$ cat src/rtl/serial_twos_deser.sv
`default_nettype none
// ============================================================================
// Module   : serial_twos_deser
// Purpose  : Bit-serial two's-complement frame receiver. Assembles LSB-first
//            WIDTH-bit frames, optionally re-applies the serial complement
//            rule, and presents raw/recovered words on a valid/ready port.
// Revision : 1.0 - initial release
// ============================================================================
module serial_twos_deser #(
  parameter int WIDTH  = 8,
  parameter bit NEGATE = 1'b1
) (
  input  logic             clk,
  input  logic             r,
  input  logic             s_in,
  input  logic             s_en,
  input  logic             s_start,
  input  logic             out_ready,
  input  logic             clr_err,
  output logic [WIDTH-1:0] out_raw,
  output logic [WIDTH-1:0] out_data,
  output logic             out_ovf,
  output logic             out_valid,
  output logic             busy,
  output logic             err_abort,
  output logic             err_ovr
);

  localparam int CW = $clog2(WIDTH);
  localparam logic [CW-1:0]    C_LAST     = CW'(WIDTH - 1);
  localparam logic [CW-1:0]    C_ONE      = CW'(1);
  localparam logic [WIDTH-1:0] C_MOST_NEG = {1'b1, {(WIDTH-1){1'b0}}};

  typedef enum logic [0:0] {
    IDLE  = 1'b0,
    SHIFT = 1'b1
  } state_t;

  state_t           state, state_nx;
  logic [CW-1:0]    cnt, cnt_nx;
  logic             found, found_nx;
  logic [WIDTH-1:0] raw_sh, raw_nx;
  logic [WIDTH-1:0] rec_sh, rec_nx;
  logic             first_bit;
  logic             found_eff;
  logic             rec_bit;
  logic             complete;
  logic             abort;
  logic             load_ok;
  logic             drop;
  logic [WIDTH-1:0] word_nx;
  logic             ovf_nx;

  // Next-state: frame sequencing, bit placement and serial negation.
  // The shift registers are written by position so that raw_nx/rec_nx hold
  // the complete word on the edge that samples the last bit.
  always_comb begin
    state_nx  = state;
    cnt_nx    = cnt;
    found_nx  = found;
    raw_nx    = raw_sh;
    rec_nx    = rec_sh;
    complete  = 1'b0;
    abort     = 1'b0;
    first_bit = s_en && s_start;
    found_eff = first_bit ? 1'b0 : found;
    rec_bit   = s_in ^ found_eff;

    if (first_bit) begin
      raw_nx    = '0;
      rec_nx    = '0;
      raw_nx[0] = s_in;
      rec_nx[0] = rec_bit;
      cnt_nx    = C_ONE;
      state_nx  = SHIFT;
      abort     = (state == SHIFT);
      found_nx  = s_in;
    end else if (s_en && state == SHIFT) begin
      raw_nx[cnt] = s_in;
      rec_nx[cnt] = rec_bit;
      found_nx    = found_eff | s_in;
      if (cnt == C_LAST) begin
        complete = 1'b1;
        state_nx = IDLE;
        cnt_nx   = '0;
      end else begin
        cnt_nx = cnt + C_ONE;
      end
    end

    word_nx = NEGATE ? rec_nx : raw_nx;
    ovf_nx  = NEGATE && (raw_nx == C_MOST_NEG);
    load_ok = complete && (!out_valid || out_ready);
    drop    = complete && out_valid && !out_ready;
  end

  // Frame assembly state register.
  always_ff @(posedge clk or negedge r) begin
    if (!r) begin
      state  <= IDLE;
      cnt    <= '0;
      found  <= 1'b0;
      raw_sh <= '0;
      rec_sh <= '0;
    end else begin
      state  <= state_nx;
      cnt    <= cnt_nx;
      found  <= found_nx;
      raw_sh <= raw_nx;
      rec_sh <= rec_nx;
    end
  end

  // Output word register: load on completion unless a word is stuck pending.
  always_ff @(posedge clk or negedge r) begin
    if (!r) begin
      out_raw   <= '0;
      out_data  <= '0;
      out_ovf   <= 1'b0;
      out_valid <= 1'b0;
    end else if (load_ok) begin
      out_raw   <= raw_nx;
      out_data  <= word_nx;
      out_ovf   <= ovf_nx;
      out_valid <= 1'b1;
    end else if (out_valid && out_ready) begin
      out_valid <= 1'b0;
    end
  end

  // Sticky error flags; a set event wins over a simultaneous clear.
  always_ff @(posedge clk or negedge r) begin
    if (!r) begin
      err_abort <= 1'b0;
      err_ovr   <= 1'b0;
    end else begin
      if (abort)        err_abort <= 1'b1;
      else if (clr_err) err_abort <= 1'b0;
      if (drop)         err_ovr   <= 1'b1;
      else if (clr_err) err_ovr   <= 1'b0;
    end
  end

  // Busy mirrors the registered state, so it stays free of input paths.
  always_comb begin
    busy = (state == SHIFT);
  end

endmodule
`default_nettype wire
$ cat config.mk
export PLATFORM = sky130hd
export DESIGN_NAME = serial_twos_deser
export DESIGN_NICKNAME = d
export VERILOG_FILES = /design/src/rtl/serial_twos_deser.sv
export SDC_FILE = /design/constraint.sdc
export NUM_CORES = 1
export LEC_CHECK = 0
export BUFFER_PORTS_ARGS = -buffer_cell sky130_fd_sc_hd__buf_2
export CAP_MARGIN = 25
export CORE_MARGIN = 3
export CORE_UTILIZATION = 50
export CTS_CLUSTER_DIAMETER = 200
export CTS_CLUSTER_SIZE = 12
export DETAILED_ROUTE_END_ITERATION = 8
export HOLD_SLACK_MARGIN = 0.1
export PLACE_DENSITY = 0.74
export SLEW_MARGIN = 25
export SYNTH_ARGS = -nofsm -noshare
export SYNTH_HDL_FRONTEND = slang
export SYNTH_SLANG_ARGS = --single-unit
$ cat constraint.sdc
create_clock -name clk -period 1.5 [get_ports clk]
set_input_delay 0.15 -clock clk [delete_from_list [all_inputs] [get_ports clk]]
set_output_delay 0.15 -clock clk [all_outputs]
set_load 0.05 [all_outputs]
* After elaboration in Yosys (flattened, before gate mapping)
Cells that the tools add are included.
Word-level totals: memories 0, latch bits 0, output and inout bits 21, ROM bits 0, input port bits 7, bits in writable memories 0, bits in registers 41
Operators by class: equal/unequal tests 2, bitwise gates (word level) 2, divide/modulo/power cells 0, order comparisons 2, add/sub/neg operators 1, multiply operators 0, reduce and logical (&&, ||, !) cells 16, shifts and indexed selects 0, muxes and demuxes 26
Operators with widths (count):
- two-way mux 8 bit | 4
- bitwise mux 8 bit | 2
- two-way mux 1 bit | 16
- nonzero test 2 bit | 5
- two-way mux 3 bit | 3
- equality test 8 bit, second input constant | 1
- logical AND 1 bit | 7
- less-than comparator 3 x 4 -> 1 bit, second input constant | 1
- adder 3 x 1 -> 3 bit, second input constant | 1
- demux 1 bit (select 3 bit) | 1
- equality test 3 bit, second input constant | 1
- greater-or-equal comparator 3 x 1 -> 1 bit, second input constant | 1
- zero test 1 bit | 2
- AND reduction 2 bit | 1
- logical OR 1 bit | 1
- bitwise OR 1 bit | 1
- XOR 1 bit | 1

* Depth between registers and ports, before layout
Gate-level depths: netlist of run 1.
word-level depth 8, depth in mapped cells 9, mapped depth without buffers 6

* Least setup slack after synthesis of run 1
OpenSTA, ideal clock, no wires.
path type flip-flop to flip-flop, start reg state (netlist: busy), end reg out_data[2], buffers on the path 4, stages on the path, launching flop included 9, period minus slack after synthesis 2029 ps, data arrival time 1902 ps, setup slack -529 ps, cell sequence dfrtp_1 > buf_4 > and2_1 > buf_6 > nand3b_2 > nor2b_1 > buf_6 > buf_6 > mux2_1
On the way: longest elaborated chain between the ends 4
Ends and longest elaborated chain:
- from (decl) | line 39 | state_t state, state_nx;
- from (signal assigned) | line 106 | state <= state_nx;
- logical AND 1 bit * | line 78 | end else if (s_en && state == SHIFT) begin
- two-way mux 1 bit | line 78
- two-way mux 1 bit | line 69 | if (first_bit) begin
- logical AND 1 bit | line 93 | load_ok = complete && (!out_valid || out_ready);
- to (signal assigned) | line 123 | out_data <= word_nx;
- to (decl) | line 21 | output logic [WIDTH-1:0] out_data,
Mark *: on every way between the ends. The rest lies on a longest branch, timed or not. A chain may end at the register's enable or synchronous reset.

* Worst setup path in the final report of run 1
start reg cnt[0], end reg out_ovf
On the way: longest elaborated chain between the ends 8
Ends and longest elaborated chain:
- from (decl) | line 40 | logic [CW-1:0] cnt, cnt_nx;
- from (signal assigned) | line 107 | cnt <= cnt_nx;
- less-than comparator 3 x 4 -> 1 bit (not written as such) or greater-or-equal comparator 3 x 1 -> 1 bit (tied branches) | line 79 | raw_nx[cnt] = s_in;
- logical AND 1 bit (not written as such) | line 79
- two-way mux 1 bit (not written as such) | line 79
- demux 1 bit (select 3 bit) | line 79
- bitwise mux 8 bit | line 79
- two-way mux 8 bit | line 78
- two-way mux 8 bit | line 69
- equality test 8 bit | line 92 | ovf_nx = NEGATE && (raw_nx == C_MOST_NEG);
- to (signal assigned) | line 124 | out_ovf <= ovf_nx;
- to (decl) | line 22 | output logic out_ovf,
Several ways; a longest one is shown, not always the timed one.

==> summary.txt, run 1 <==
Outcome
  – Outcome: finished with violations
  – Failing checks: negative setup slack

Final layout
  – Diode count: 0
  – Layout area overhead: 41.3%
  – Reg area: 1030 sq um
  – Share of layout cells above drive strength 1: 50.0%
  – Final core occ: 76.7%
  – Multi-input gate area: 937 sq um
  – Design area: 2680 sq um
  – # nets final: 237
  – Fill count: 200

Critical path
  – Worst reg2reg path startpoint: cnt[0]$_DFFE_PN0P_
  – Worst Path Required: 1690 ps
  – Crit-path max FO: 7
  – Setup crit end kind: flop
  – Family with the most delay on the worst path: compound AO/OA/AOI/OAI gates
  – Critical path class: flop to flop
  – Crit path launch: cnt[0]$_DFFE_PN0P_
  – Crit path max-delay cell type: dfrtp_1
  – Critical path endpoint: out_ovf$_DFFE_PN0P_
  – Critical-path cell list: buf_6 > nand3b_1 > o21ai_2 > a41oi_2 > o41ai_2
  – Critical path launch point type: flop
  – CP bufs+invs: 1
  – Worst R2R Setup Slack: -260 ps
  – Crit path DAT: 1950 ps
  – Worst path depth: 5
  – Critical Path Max Stage Delay: 430 ps
  – R2R cell count: 5
  – Reg2reg end: out_ovf$_DFFE_PN0P_

Timing
  – Final Cycle Share: 117%
  – Hold Fails Final Rpt: 0
  – Slew of the pin with the lowest slew margin: 421 ps
  – RSZ-0062 raised after global routing: true
  – Slew Viols, Final: 0
  – Rel. slew slack: 72.0%
  – Period minus WS final: 1760 ps
  – Final setup margin: -258 ps
  – Clock skew: 2.88 ps
  – Fin Setup TNS: -3470 ps
  – Max frequency: 569 MHz
  – Final setup vio count: 19

Synth
  – Seq/Total Area, Yosys: 54.1%
  – Post-synth top flop: dfrtp_1
  – Number of flops mapped to enable cells by yosys: 0
  – Total number of yosys warnings: 0
  – Most common cell in the netlist: dfrtp_1
  – Leading cell types by count after synthesis: dfrtp_1 (41), nand2_1 (14), nor2_1 (14), mux2_1 (13), a21oi_1 (8)
  – Fraction of registers with async set/reset: 100%
  – Post-synthesis net count: 174
  – Top cell type's share of synthesized area: 54.1%
  – Netlist cell types: 37
  – Synth area leaders: dfrtp_1 (54%), mux2_1 (7.7%), mux2i_1 (3.7%), buf_6 (3.0%), nand2_1 (2.8%)
  – Syn Area/Cell: 11.6 sq um
  – Dominant cell type by area after synthesis: dfrtp_1
  – Number of synthesized register bits: 41
  – Cells after Synth: 164
  – Synthesized area: 1900 sq um

Clock tree
  – Longest Clk Path Bufs: 2
  – CTS tree: done
  – CTS root buffer: clkbuf_8
  – CTS H-tree lvls: 2
  – CTS Sinks: 41
  – Cts bufs inserted: 5
  – Clock Latency Late Sink: 300 ps
  – Reg clk slew, reported paths: 80 ps

GRT
  – Antenna violations before repair: 0
  – Tot GR Track Use: 21.8%
  – Vias in the first global route: 1,470
  – Largest net degree at the start of global routing: 26
  – GR Overflow Total: 0
  – First-pass GRT wire length: 7.21 mm

Placed design
  – Post-place instance area: 2280 sq um
  – Routability cong.: 0.816
  – IO buf count: 27
  – DP HPWL: 2.85 mm
  – Place WS: -233 ps

Route
  – WL final: 5.00 mm
  – DR pass1 iterations: 4
  – Drt initial violations: 99
  – Final ANT Viol Nets: 0
  – Via count: 1,558
  – Vias/cell: 5.69
  – WL/cell: 18.3 um
  – Remaining DRCs: 0

Floorplan
  – Num rows: 21
  – Core box area: 3490 sq um
  – # IOs: 28
  – Die Wd: 67.6 um
  – Die area: 4570 sq um
  – Die H: 67.6 um
  – Starting Density: 54.3%

Power
  – PwrDens: 1140 nW/um^2
  – VDD IR max: 929 uV
  – Leakage: 1.33 nW

Run
  – Max-cap violation count: 0

Worst hold path
  – Hold Crit Class: primary input to flop
worst register-to-register path, cell delays in order (launching register included):
cell and delay [ps]:
dfrtp_1 430, buf_6 170, nand3b_1 320, o21ai_2 240, a41oi_2 140, o41ai_2 350
layer usage:
layer,GRT usage (%),up-vias,share of wire (%)
li1,-,694,-
met1,28.1,799,42
met2,35.0,53,51
met3,5.82,12,4.7
met4,8.61,0,2.2
met5,0,-,0
cells by family (layout without fill, tap and decap cells):
logic type	after synthesis	count (layout)	synth area share, %
xor+xnor	1	1	0.462
fa+ha+maj	3	3	1.98
flops	41	41	54.1
mux	24	24	13.8
simple gates	46	46	13.3
buf+inv	18	82	6.00
compound gates	31	31	10.4
power breakdown:
group          switching (W)  total, W  internal, W
clock network       0.000394  0.000715     0.000321
logic               0.000577   0.00103     0.000449
registers          0.0000768   0.00131      0.00123
flip-flops by register name, summed over array words and instances (netlist names):
signal / cells
busy: 1
cnt: 3
err_abort: 1
err_ovr: 1
found: 1
out_data: 8
out_ovf: 1
out_raw: 8
out_valid: 1
raw_sh: 8
rec_sh: 8
what timing repair did:
| item | CTS | global route |
|---|---|---|
| resized for setup | 18 | 17 |
| endpoints found under the hold margin | 18 | 0 |
| buffers inserted | 3 | 8 |
| endpoints found under the setup margin | 17 | 18 |
| gates cloned | 1 | 2 |
| pin swaps | 3 | 8 |
| hold buffers | 2 | 0 |
how the worst min path moves through the flow:
stage               startpoint                     to  slack (ps)  cells past startpoint
global placement             r     cnt[0]$_DFFE_PN0P_         100                      1
global route           s_start     cnt[1]$_DFFE_PN0P_         210                      3
finish                 s_start     cnt[1]$_DFFE_PN0P_         200                      3
detailed placement           r     cnt[2]$_DFFE_PN0P_         110                      1
floorplan                    r       busy$_DFFE_PN0P_        -150                      0
CTS                  out_ready  out_valid$_DFFE_PN0P_         150                      3
cell type report:
type                            instances  area share [%]
Sequential cell                        41            38.4
Tap cell                               46            2.15
Clock buffer                            5            2.57
Clock inverter                          3           0.654
Inverter                                7           0.980
Timing Repair Buffer                   67            20.3
Multi-Input combinational cell        105            35.0
layout by cell type, fill, tap and decap left out, drive strengths merged, types with 2 or more instances in the layout:
master       netlist  routed
buf                8      63
dfrtp             41      41
mux2              17      17
nand2             16      16
nor2              14      14
o21ai             10      10
a21oi              8       8
mux2i              7       7
inv                7       7
clkbuf             3       7
o22ai              4       4
nand2b             4       4
ha                 3       3
nor4b              2       2
nor3               2       2
a2bb2oi            2       2
clkinv             0       2
dlygate4sd3        0       2
nand3b             2       2
and2               2       2
through the flow:
step	std cells	hold WS, ps	power, W
after floorplan	164	-146	0.00185
final	274	197	0.00305
after detailed placement	251	107	0.00213
after global routing	274	214	0.00319
after CTS	265	147	0.00290
after global placement	251	100	0.00210
Note: power is estimated with default switching activity, not from simulation.
==> inputs of run 2 (changes only) <==
--- a/config.mk
+++ b/config.mk
@@ -8,12 +8,12 @@
 export BUFFER_PORTS_ARGS = -buffer_cell sky130_fd_sc_hd__buf_2
 export CAP_MARGIN = 25
 export CORE_MARGIN = 3
-export CORE_UTILIZATION = 50
+export CORE_UTILIZATION = 45
 export CTS_CLUSTER_DIAMETER = 200
 export CTS_CLUSTER_SIZE = 12
 export DETAILED_ROUTE_END_ITERATION = 8
 export HOLD_SLACK_MARGIN = 0.1
-export PLACE_DENSITY = 0.74
+export PLACE_DENSITY = 0.68
 export SLEW_MARGIN = 25
 export SYNTH_ARGS = -nofsm -noshare
 export SYNTH_HDL_FRONTEND = slang
==> summary.txt, run 2 (synthesized netlist as in run 1, its figures left out) <==
Power
  – Overall power: 0.00305 W (about the same)
  – Leakage: 1.28 nW (was 1.33 nW)
  – VDD IR max: 773 uV (was 929 uV)
  – PwrDens: 1200 nW/um^2 (was 1140 nW/um^2)

Worst hold path
  – WHS Endpoint: cnt[1]$_DFFE_PN0P_ (unchanged)
  – Hold Path Origin: s_en (was s_start)
  – Hold Crit Class: primary input to flop (unchanged)
  – WHS Path Cells: 2 (was 3)

Floorplan
  – Core box area: 3850 sq um (was 3490 sq um)
  – Die H: 70.9 um (was 67.6 um)
  – # IOs: 28 (unchanged)
  – Die area: 5030 sq um (was 4570 sq um)
  – Num rows: 22 (was 21)
  – Starting Density: 49.2% (was 54.3%)
  – Die Wd: 70.9 um (was 67.6 um)

Route
  – DR pass1 iterations: 4 (unchanged)
  – Via count: 1,399 (was 1,558)
  – WL final: 4.24 mm (was 5.00 mm)
  – WL/cell: 15.8 um (was 18.3 um)
  – Final ANT Viol Nets: 0 (unchanged)
  – Remaining DRCs: 0 (unchanged)
  – Drt initial violations: 32 (was 99)
  – Vias/cell: 5.22 (was 5.69)

Timing
  – Fin Setup TNS: -2450 ps (was -3470 ps)
  – Final Cycle Share: 111% (was 117%)
  – Clock skew: 2.44 ps (was 2.88 ps)
  – Final setup vio count: 18 (was 19)
  – Slew Viols, Final: 0 (unchanged)
  – RSZ-0062 raised after global routing: true (unchanged)
  – Slew of the pin with the lowest slew margin: 458 ps (was 421 ps)
  – Hold Fails Final Rpt: 0 (unchanged)
  – Rel. slew slack: 69.5% (was 72.0%)
  – Final Hold Slack: 169 ps (was 197 ps)
  – Period minus WS final: 1660 ps (was 1760 ps)
  – Final setup margin: -164 ps (was -258 ps)
  – Max frequency: 601 MHz (was 569 MHz)

Final layout
  – Reg area: 1030 sq um (unchanged)
  – Commonest cells after routing, fill and taps aside: dfrtp_1 (39), buf_2 (27), buf_4 (25), mux2_4 (17), nand2_1 (14) (was dfrtp_1 (39), buf_2 (27), buf_4 (27), mux2_4 (17), nand2_1 (14))
  – # nets final: 230 (was 237)
  – Diode count: 0 (unchanged)
  – Design area: 2550 sq um (was 2680 sq um)
  – Commonest non-fill, non-tap cell in the layout: dfrtp_1 (unchanged)
  – Multi-input gate area: 902 sq um (was 937 sq um)
  – Fill count: 289 (was 200)
  – Share of layout cells above drive strength 1: 45.5% (was 50.0%)
  – Final core occ: 66.1% (was 76.7%)
  – Layout area overhead: 34.4% (was 41.3%)

GRT
  – GR Overflow Total: 0 (unchanged)
  – First-pass GRT wire length: 7.20 mm (was 7.21 mm)
  – Largest net degree at the start of global routing: 25 (was 26)
  – Tot GR Track Use: 18.3% (was 21.8%)
  – Antenna violations before repair: 0 (unchanged)
  – Vias in the first global route: 1,483 (was 1,470)

Critical path
  – Setup crit end kind: flop (unchanged)
  – Reg2reg end: out_raw[1]$_DFFE_PN0P_ (was out_ovf$_DFFE_PN0P_)
  – Worst reg2reg path startpoint: cnt[1]$_DFFE_PN0P_ (was cnt[0]$_DFFE_PN0P_)
  – Crit path DAT: 1840 ps (was 1950 ps)
  – Crit path max-delay cell type: dfrtp_1 (unchanged)
  – Critical Path Max Stage Delay: 390 ps (was 430 ps)
  – Critical-path cell list: ha_2 > ha_4 > nand3b_4 > nor2b_4 > buf_6 > mux2_4 (was buf_6 > nand3b_1 > o21ai_2 > a41oi_2 > o41ai_2)
  – Crit-path max FO: 8 (was 7)
  – Critical path launch point type: flop (unchanged)
  – Worst R2R Setup Slack: -160 ps (was -260 ps)
  – R2R cell count: 6 (was 5)
  – Critical path class: flop to flop (unchanged)
  – CP bufs+invs: 1 (unchanged)
  – Family with the most delay on the worst path: flip-flops (was compound AO/OA/AOI/OAI gates)
  – Worst Path Required: 1680 ps (was 1690 ps)

Outcome
  – Outcome: finished with violations (unchanged)
  – Failing checks: negative setup slack (unchanged)

Placed design
  – DP HPWL: 3.04 mm (was 2.85 mm)
  – IO buf count: 27 (unchanged)
  – Post-place instance area: 2310 sq um (was 2280 sq um)
  – Routability cong.: 0.883 (was 0.816)

Clock tree
  – Longest Clk Path Bufs: 2 (unchanged)
  – Reg clk slew, reported paths: 70 ps (was 80 ps)
  – CTS root buffer: clkbuf_8 (unchanged)
  – CTS Sinks: 41 (unchanged)
  – Clock Latency Late Sink: 290 ps (was 300 ps)
  – CTS H-tree lvls: 2 (unchanged)
  – CTS tree: done (unchanged)
  – Cts bufs inserted: 5 (unchanged)

Run
  – Max-cap violation count: 0 (unchanged)
run 2: routing by layer:
metal | GRT usage, % | part of all wire [%] | vias to the layer above
met5 | 0 | 0 | -
met4 | 5.01 | 1.1 | 0
met3 | 5.11 | 4.0 | 6
met2 | 31.0 | 50 | 27
met1 | 23.0 | 44 | 690
li1 | - | - | 676
run 2: through the flow:
step,setup WS (ps),std cells
2_1_floorplan,-335,164
3_3_place_gp,-262,258
3_5_place_dp,-300,258
4_1_cts,-171,268
5_1_grt,-237,268
6_report,-164,268
run 2: worst max path at each step:
stage | from | to | slack, ps | cells after the start
after floorplan | busy$_DFFE_PN0P_ | out_data[2]$_DFFE_PN0P_ | -330 | 8
after global placement | cnt[1]$_DFFE_PN0P_ | out_raw[4]$_DFFE_PN0P_ | -260 | 6
after detailed placement | cnt[1]$_DFFE_PN0P_ | out_raw[4]$_DFFE_PN0P_ | -300 | 6
after CTS | cnt[1]$_DFFE_PN0P_ | out_raw[4]$_DFFE_PN0P_ | -170 | 6
after global routing | cnt[1]$_DFFE_PN0P_ | out_ovf$_DFFE_PN0P_ | -240 | 5
final | cnt[1]$_DFFE_PN0P_ | out_raw[1]$_DFFE_PN0P_ | -160 | 6
run 2: final cells by class:
cell class / instances / area share, %
Sequential cell: 41 / 40.4
Clock inverter: 2 / 1.37
Clock buffer: 5 / 2.70
Timing Repair Buffer: 60 / 16.8
Tap cell: 48 / 2.36
Multi-Input combinational cell: 105 / 35.4
Inverter: 7 / 1.03
run 2: what timing repair did:
item	4_1_cts	5_1_grt
setup endpoints to repair	18	19
resized for setup	22	5
gates cloned	0	0
buffers inserted	1	0
pin swaps	0	1
hold buffers	2	0
hold endpoints to repair	19	0
run 2: report_power, final:
| part | internal (W) | total, W | switching (W) |
|---|---|---|---|
| logic | 0.000378 | 0.000897 | 0.000519 |
| registers | 0.00123 | 0.00131 | 0.0000749 |
| clock network | 0.000483 | 0.000848 | 0.000364 |
